==> config.mk <==
export PLATFORM = sky130hd
export DESIGN_NAME = sine_wave_meter
export DESIGN_NICKNAME = d
export VERILOG_FILES = /design/src/rtl/sine_wave_meter.sv
export SDC_FILE = /design/constraint.sdc
export NUM_CORES = 1
export LEC_CHECK = 0
export ABC_AREA = 1
export BUFFER_PORTS_ARGS = -buffer_cell sky130_fd_sc_hd__clkbuf_2
export CORE_MARGIN = 3
export CORE_UTILIZATION = 55
export DETAILED_ROUTE_END_ITERATION = 10
export PLACE_DENSITY_LB_ADDON = 0.1
export SETUP_SLACK_MARGIN = 0.5
export SYNTH_ARGS = -nofsm -noshare
export SYNTH_HDL_FRONTEND = slang
export SYNTH_SLANG_ARGS = --single-unit
==> constraint.sdc <==
create_clock -name clock -period 2.5 [get_ports clock]
set_input_delay 0.5 -clock clock [delete_from_list [all_inputs] [get_ports clock]]
set_output_delay 0.5 -clock clock [all_outputs]
set_load 0.005 [all_outputs]
==> src/rtl/sine_wave_meter.sv <==
// sine_wave_meter: period / peak / trough meter for an offset-binary sine stream.
// A Schmitt comparator (thresholds MID+HYST / MID-HYST) finds rising crossings;
// valid samples between consecutive crossings give the period, and the run
// max/min over the same span give peak and trough.
// Optional feature: define SINE_METER_AVG_EN to report averages over 4 periods.
module sine_wave_meter #(
  parameter int SINE_SIZE   = 12,
  parameter int PERIOD_SIZE = 16,
  parameter int HYST        = 64
) (
  input  logic                   clock,
  input  logic                   reset,
  input  logic [SINE_SIZE-1:0]   sample,
  input  logic                   sampleValid,
  output logic [PERIOD_SIZE-1:0] period,
  output logic [SINE_SIZE-1:0]   peak,
  output logic [SINE_SIZE-1:0]   trough,
  output logic                   measValid,
  output logic                   locked,
  output logic                   timeout
);

  localparam logic [SINE_SIZE-1:0]   HI_TH   = SINE_SIZE'((1 << (SINE_SIZE-1)) + HYST);
  localparam logic [SINE_SIZE-1:0]   LO_TH   = SINE_SIZE'((1 << (SINE_SIZE-1)) - HYST);
  localparam logic [PERIOD_SIZE-1:0] CNT_MAX = '1;
  localparam logic [PERIOD_SIZE-1:0] CNT_ONE = PERIOD_SIZE'(1);

  typedef enum logic [1:0] {S_SEEK, S_ARM, S_LOW, S_HIGH} state_t;

  state_t                 state;
  logic [PERIOD_SIZE-1:0] cnt;
  logic [SINE_SIZE-1:0]   run_max, run_min;

  logic                   hi, lo, at_max;
  logic [SINE_SIZE-1:0]   nxt_max, nxt_min;

  // Comparator decisions and running extremes including the current sample.
  always_comb begin
    hi      = (sample >= HI_TH);
    lo      = (sample <= LO_TH);
    at_max  = (cnt == CNT_MAX);
    nxt_max = (sample > run_max) ? sample : run_max;
    nxt_min = (sample < run_min) ? sample : run_min;
  end

`ifdef SINE_METER_AVG_EN
  logic [1:0]             ev_cnt;
  logic [PERIOD_SIZE+1:0] acc;
  logic [PERIOD_SIZE+1:0] acc_sum;
  logic [SINE_SIZE-1:0]   agg_max, agg_min, agg_max_n, agg_min_n;

  // Fold the period just closed into the 4-period aggregate.
  always_comb begin
    acc_sum   = acc + {2'b00, cnt};
    agg_max_n = (ev_cnt == 2'd0 || run_max > agg_max) ? run_max : agg_max;
    agg_min_n = (ev_cnt == 2'd0 || run_min < agg_min) ? run_min : agg_min;
  end
`endif

  // Measurement FSM; only valid samples advance state, outputs are registered.
  always_ff @(posedge clock) begin
    if (reset) begin
      state     <= S_SEEK;
      cnt       <= '0;
      run_max   <= '0;
      run_min   <= '0;
      period    <= '0;
      peak      <= '0;
      trough    <= '0;
      measValid <= 1'b0;
      locked    <= 1'b0;
      timeout   <= 1'b0;
`ifdef SINE_METER_AVG_EN
      ev_cnt    <= '0;
      acc       <= '0;
      agg_max   <= '0;
      agg_min   <= '0;
`endif
    end else begin
      measValid <= 1'b0;
      timeout   <= 1'b0;
      if (sampleValid) begin
        case (state)
          S_SEEK: begin
            if (lo) begin
              state <= S_ARM;
              cnt   <= '0;
            end
          end
          S_ARM, S_LOW, S_HIGH: begin
            if (hi && state != S_LOW) begin
              // Rising event: the event sample opens the next period.
              if (state == S_HIGH) begin
`ifdef SINE_METER_AVG_EN
                if (ev_cnt == 2'd3) begin
                  period    <= PERIOD_SIZE'(acc_sum >> 2);
                  peak      <= agg_max_n;
                  trough    <= agg_min_n;
                  measValid <= 1'b1;
                  locked    <= 1'b1;
                  acc       <= '0;
                  ev_cnt    <= '0;
                end else begin
                  acc       <= acc_sum;
                  agg_max   <= agg_max_n;
                  agg_min   <= agg_min_n;
                  ev_cnt    <= ev_cnt + 2'd1;
                end
`else
                period    <= cnt;
                peak      <= run_max;
                trough    <= run_min;
                measValid <= 1'b1;
                locked    <= 1'b1;
`endif
              end
              cnt     <= CNT_ONE;
              run_max <= sample;
              run_min <= sample;
              state   <= S_LOW;
            end else if (at_max) begin
              // Loss of signal: no event within the counter range.
              timeout <= 1'b1;
              locked  <= 1'b0;
              state   <= S_SEEK;
`ifdef SINE_METER_AVG_EN
              acc     <= '0;
              ev_cnt  <= '0;
`endif
            end else begin
              cnt <= cnt + CNT_ONE;
              if (state != S_ARM) begin
                run_max <= nxt_max;
                run_min <= nxt_min;
              end
              if (state == S_LOW && lo) state <= S_HIGH;
            end
          end
          default: state <= S_SEEK;
        endcase
      end
    end
  end

endmodule
==> reports/metrics.cfg <==
[cells_and_area]
layout_commonest_cell = nand2_1
drive_above_1_share_pct = 16.85
mostFrequentLayoutCells = 108 x nand2_1, 104 x nor2_1, 83 x dfxtp_1, 72 x a21oi_1, 57 x clkbuf_2
antennaDiodeCount = 0
syn_to_final_growth_pct = 16.79
final_nets = 681

[power]
irDropWorstVdd_mv = 0.3620
power_density_nw_per_um2 = 620.2
power_leakage_nw = 2.217

[floorplan]
dieHeight_um = 92.72
die_x_um = 92.72
initial_core_util_pct = 58.62
die-area_um2 = 8597
ios = 58
rows = 30
core_area_um2 = 7057

[critical_path]
required_ns = 2.74
critPathMaxFanout = 24
path_class = reg2reg
cp.arrival_ns = 2.12
start_kind = register
crit_path_end_kind = register
reg2reg_slack_ns = 0.62

[placement]
place.gp.congestion = 0.8960
dp_hpwl_um = 6715
place_ws_ns = 0.2015
portBuffers = 57

[outcome]
status = complete, no violations

[synth]
synth-edff-count = 0
synth_cells = 586
synth_top_area_cell = dfxtp_1
synth_nets = 625
seq_area_frac_synth_pct = 41.14
synth_area_um2 = 4136
synth_flop_cell = dfxtp_1
synth_warnings = 0
synth_cell_types = 29
syn_area_per_cell_um2 = 7.059
async_flop_share_pct = 0
ys_seq_elements = 85
yosys-top-cells-area = dfxtp_1 41%, nand2_1 10%, nor2_1 9.7%, a21oi_1 8.7%, ha_1 7.3%
synth_top_area_share_pct = 41.14

[grt]
grt_overflow = 0
grt_pass1_vias = 3413
antenna_found_initial = 0
grt_pass1_wl_um = 15920
grt_max_degree = 47
grtUsageTotal_pct = 22.59

[sta]
fin_crit_sh_pct = 75.32
rsz0062_at_grt = false
worst_pin_slew_ns = 0.5101
hold_viol = 0
worst_slack_ns = 0.6170
fin_skew_ns = 0.01134
report.final.slew_viol_count = 0
period_needed_ns = 1.883
setup_viol = 0
final.setup.tns_ns = 0
relSlewSlack_pct = 65.91
max_freq_mhz = 531.1

[clock_tree]
cts_sinks = 85
hold_buffers = 0
h-tree-depth = 3
cts_tree = done
cts-root-buf = clkbuf_8
numCtsBuffers = 9
clk_latency_ns = 0.35
cts_buffer_depth = 2
clkTransAtPathRegs_ns = 0.09

[routing]
top_layer = met4
drt.antenna.violating_nets = 0
wl_per_cell_um = 12.81
drc = 0
drtIter0Drc = 208
dr_wl_met3_um = 612
first_pass_iters = 5
vias = 3924
wl_met2_um = 4049
wl_um = 9517
via_per_inst = 5.281
wl_met1_um = 4752

[job]
cap_violations = 0

[min_path]
hp-class = in2reg

==> worst max-delay path: stages (launching register included) <==
cell and delay, ns:
dfxtp_4 0.38, ha_2 0.20, nand3_1 0.13, nor2_2 0.18
nand2_2 0.11, nor2_4 0.13, nand3_2 0.11, nor2_2 0.15
nor2_4 0.13, a21oi_1 0.19, nor2_1 0.07
==> logic make-up (layout without fill, tap and decap cells) <==
| family | after synthesis | after routing | synth area share, % |
|---|---|---|---|
| and+or+nand+nor | 265 | 265 | 26.62 |
| AOI/OAI and AO/OA | 133 | 133 | 16.67 |
| DFF | 85 | 85 | 41.14 |
| buffers and inverters | 77 | 138 | 7.895 |
| adders and majority gates | 24 | 24 | 7.260 |
| xor gates and xnor gates | 2 | 2 | 0.4235 |
==> state kept, by name, indices dropped and copies added, names as in the netlist, 2 cells and up <==
register,cells
run_max,12
cnt,16
period,16
trough,12
peak,12
state,2
run_min,12
==> layer usage <==
layer  vias up  track usage, %
li1       2025               -
met1      1745           33.62
met2       143           34.26
met3        11           2.762
met4         0           6.593
met5         -               0
==> synth_stat cells (all sizes together), types with 2 or more instances <==
library cell	n
nand4	5
xor2	2
a21oi	73
clkbuf	8
nor2	112
nand3	17
nor3	4
buf	16
nor4	3
nand2	115
dfxtp	85
inv	53
o21ai	57
nand3b	7
ha	24
==> power by group <==
part | switching [mW] | internal, mW
logic | 0.304 | 0.182
registers | 0.0292 | 1.41
clock network | 0.507 | 0.568
==> stage by stage <==
stage	hold slack (ns)	power (mW)	instance area (µm²)	utilization, %	instances
2_1_floorplan	0.4441	1.797	4136	-	586
3_3_place_gp	0.4615	1.900	4499	63.76	724
3_5_place_dp	0.4708	1.915	4499	63.76	724
4_1_cts	0.3813	2.998	4776	67.68	742
5_1_grt	0.3812	3.154	4831	68.46	743
6_report	0.4033	2.996	4831	68.46	743
==> worst paths after layout <==
check,to,depth (start not counted),from
max,run_max[2],10,cnt[0]
min,cnt[1],2,reset
max reg2reg,run_max[2],10,cnt[0]
min reg2reg,run_max[9],2,run_max[9]
==> final cells by class <==
class | instances | area, µm²
clock buffer | 9 | 123.9
clock inverter | 7 | 97.59
fill | 623 | 2226
inverter | 53 | 198.9
multi-input combinational | 424 | 2160
sequential | 85 | 1707
tap | 96 | 120.1
timing repair buffer | 69 | 424.2
==> timing repair <==
item,in CTS,in global routing
gates resized for setup,9,16
pin swaps,1,1
setup buffers,2,1
endpoints found under the setup margin,28,53
Power figures use the tool's default switching activity.
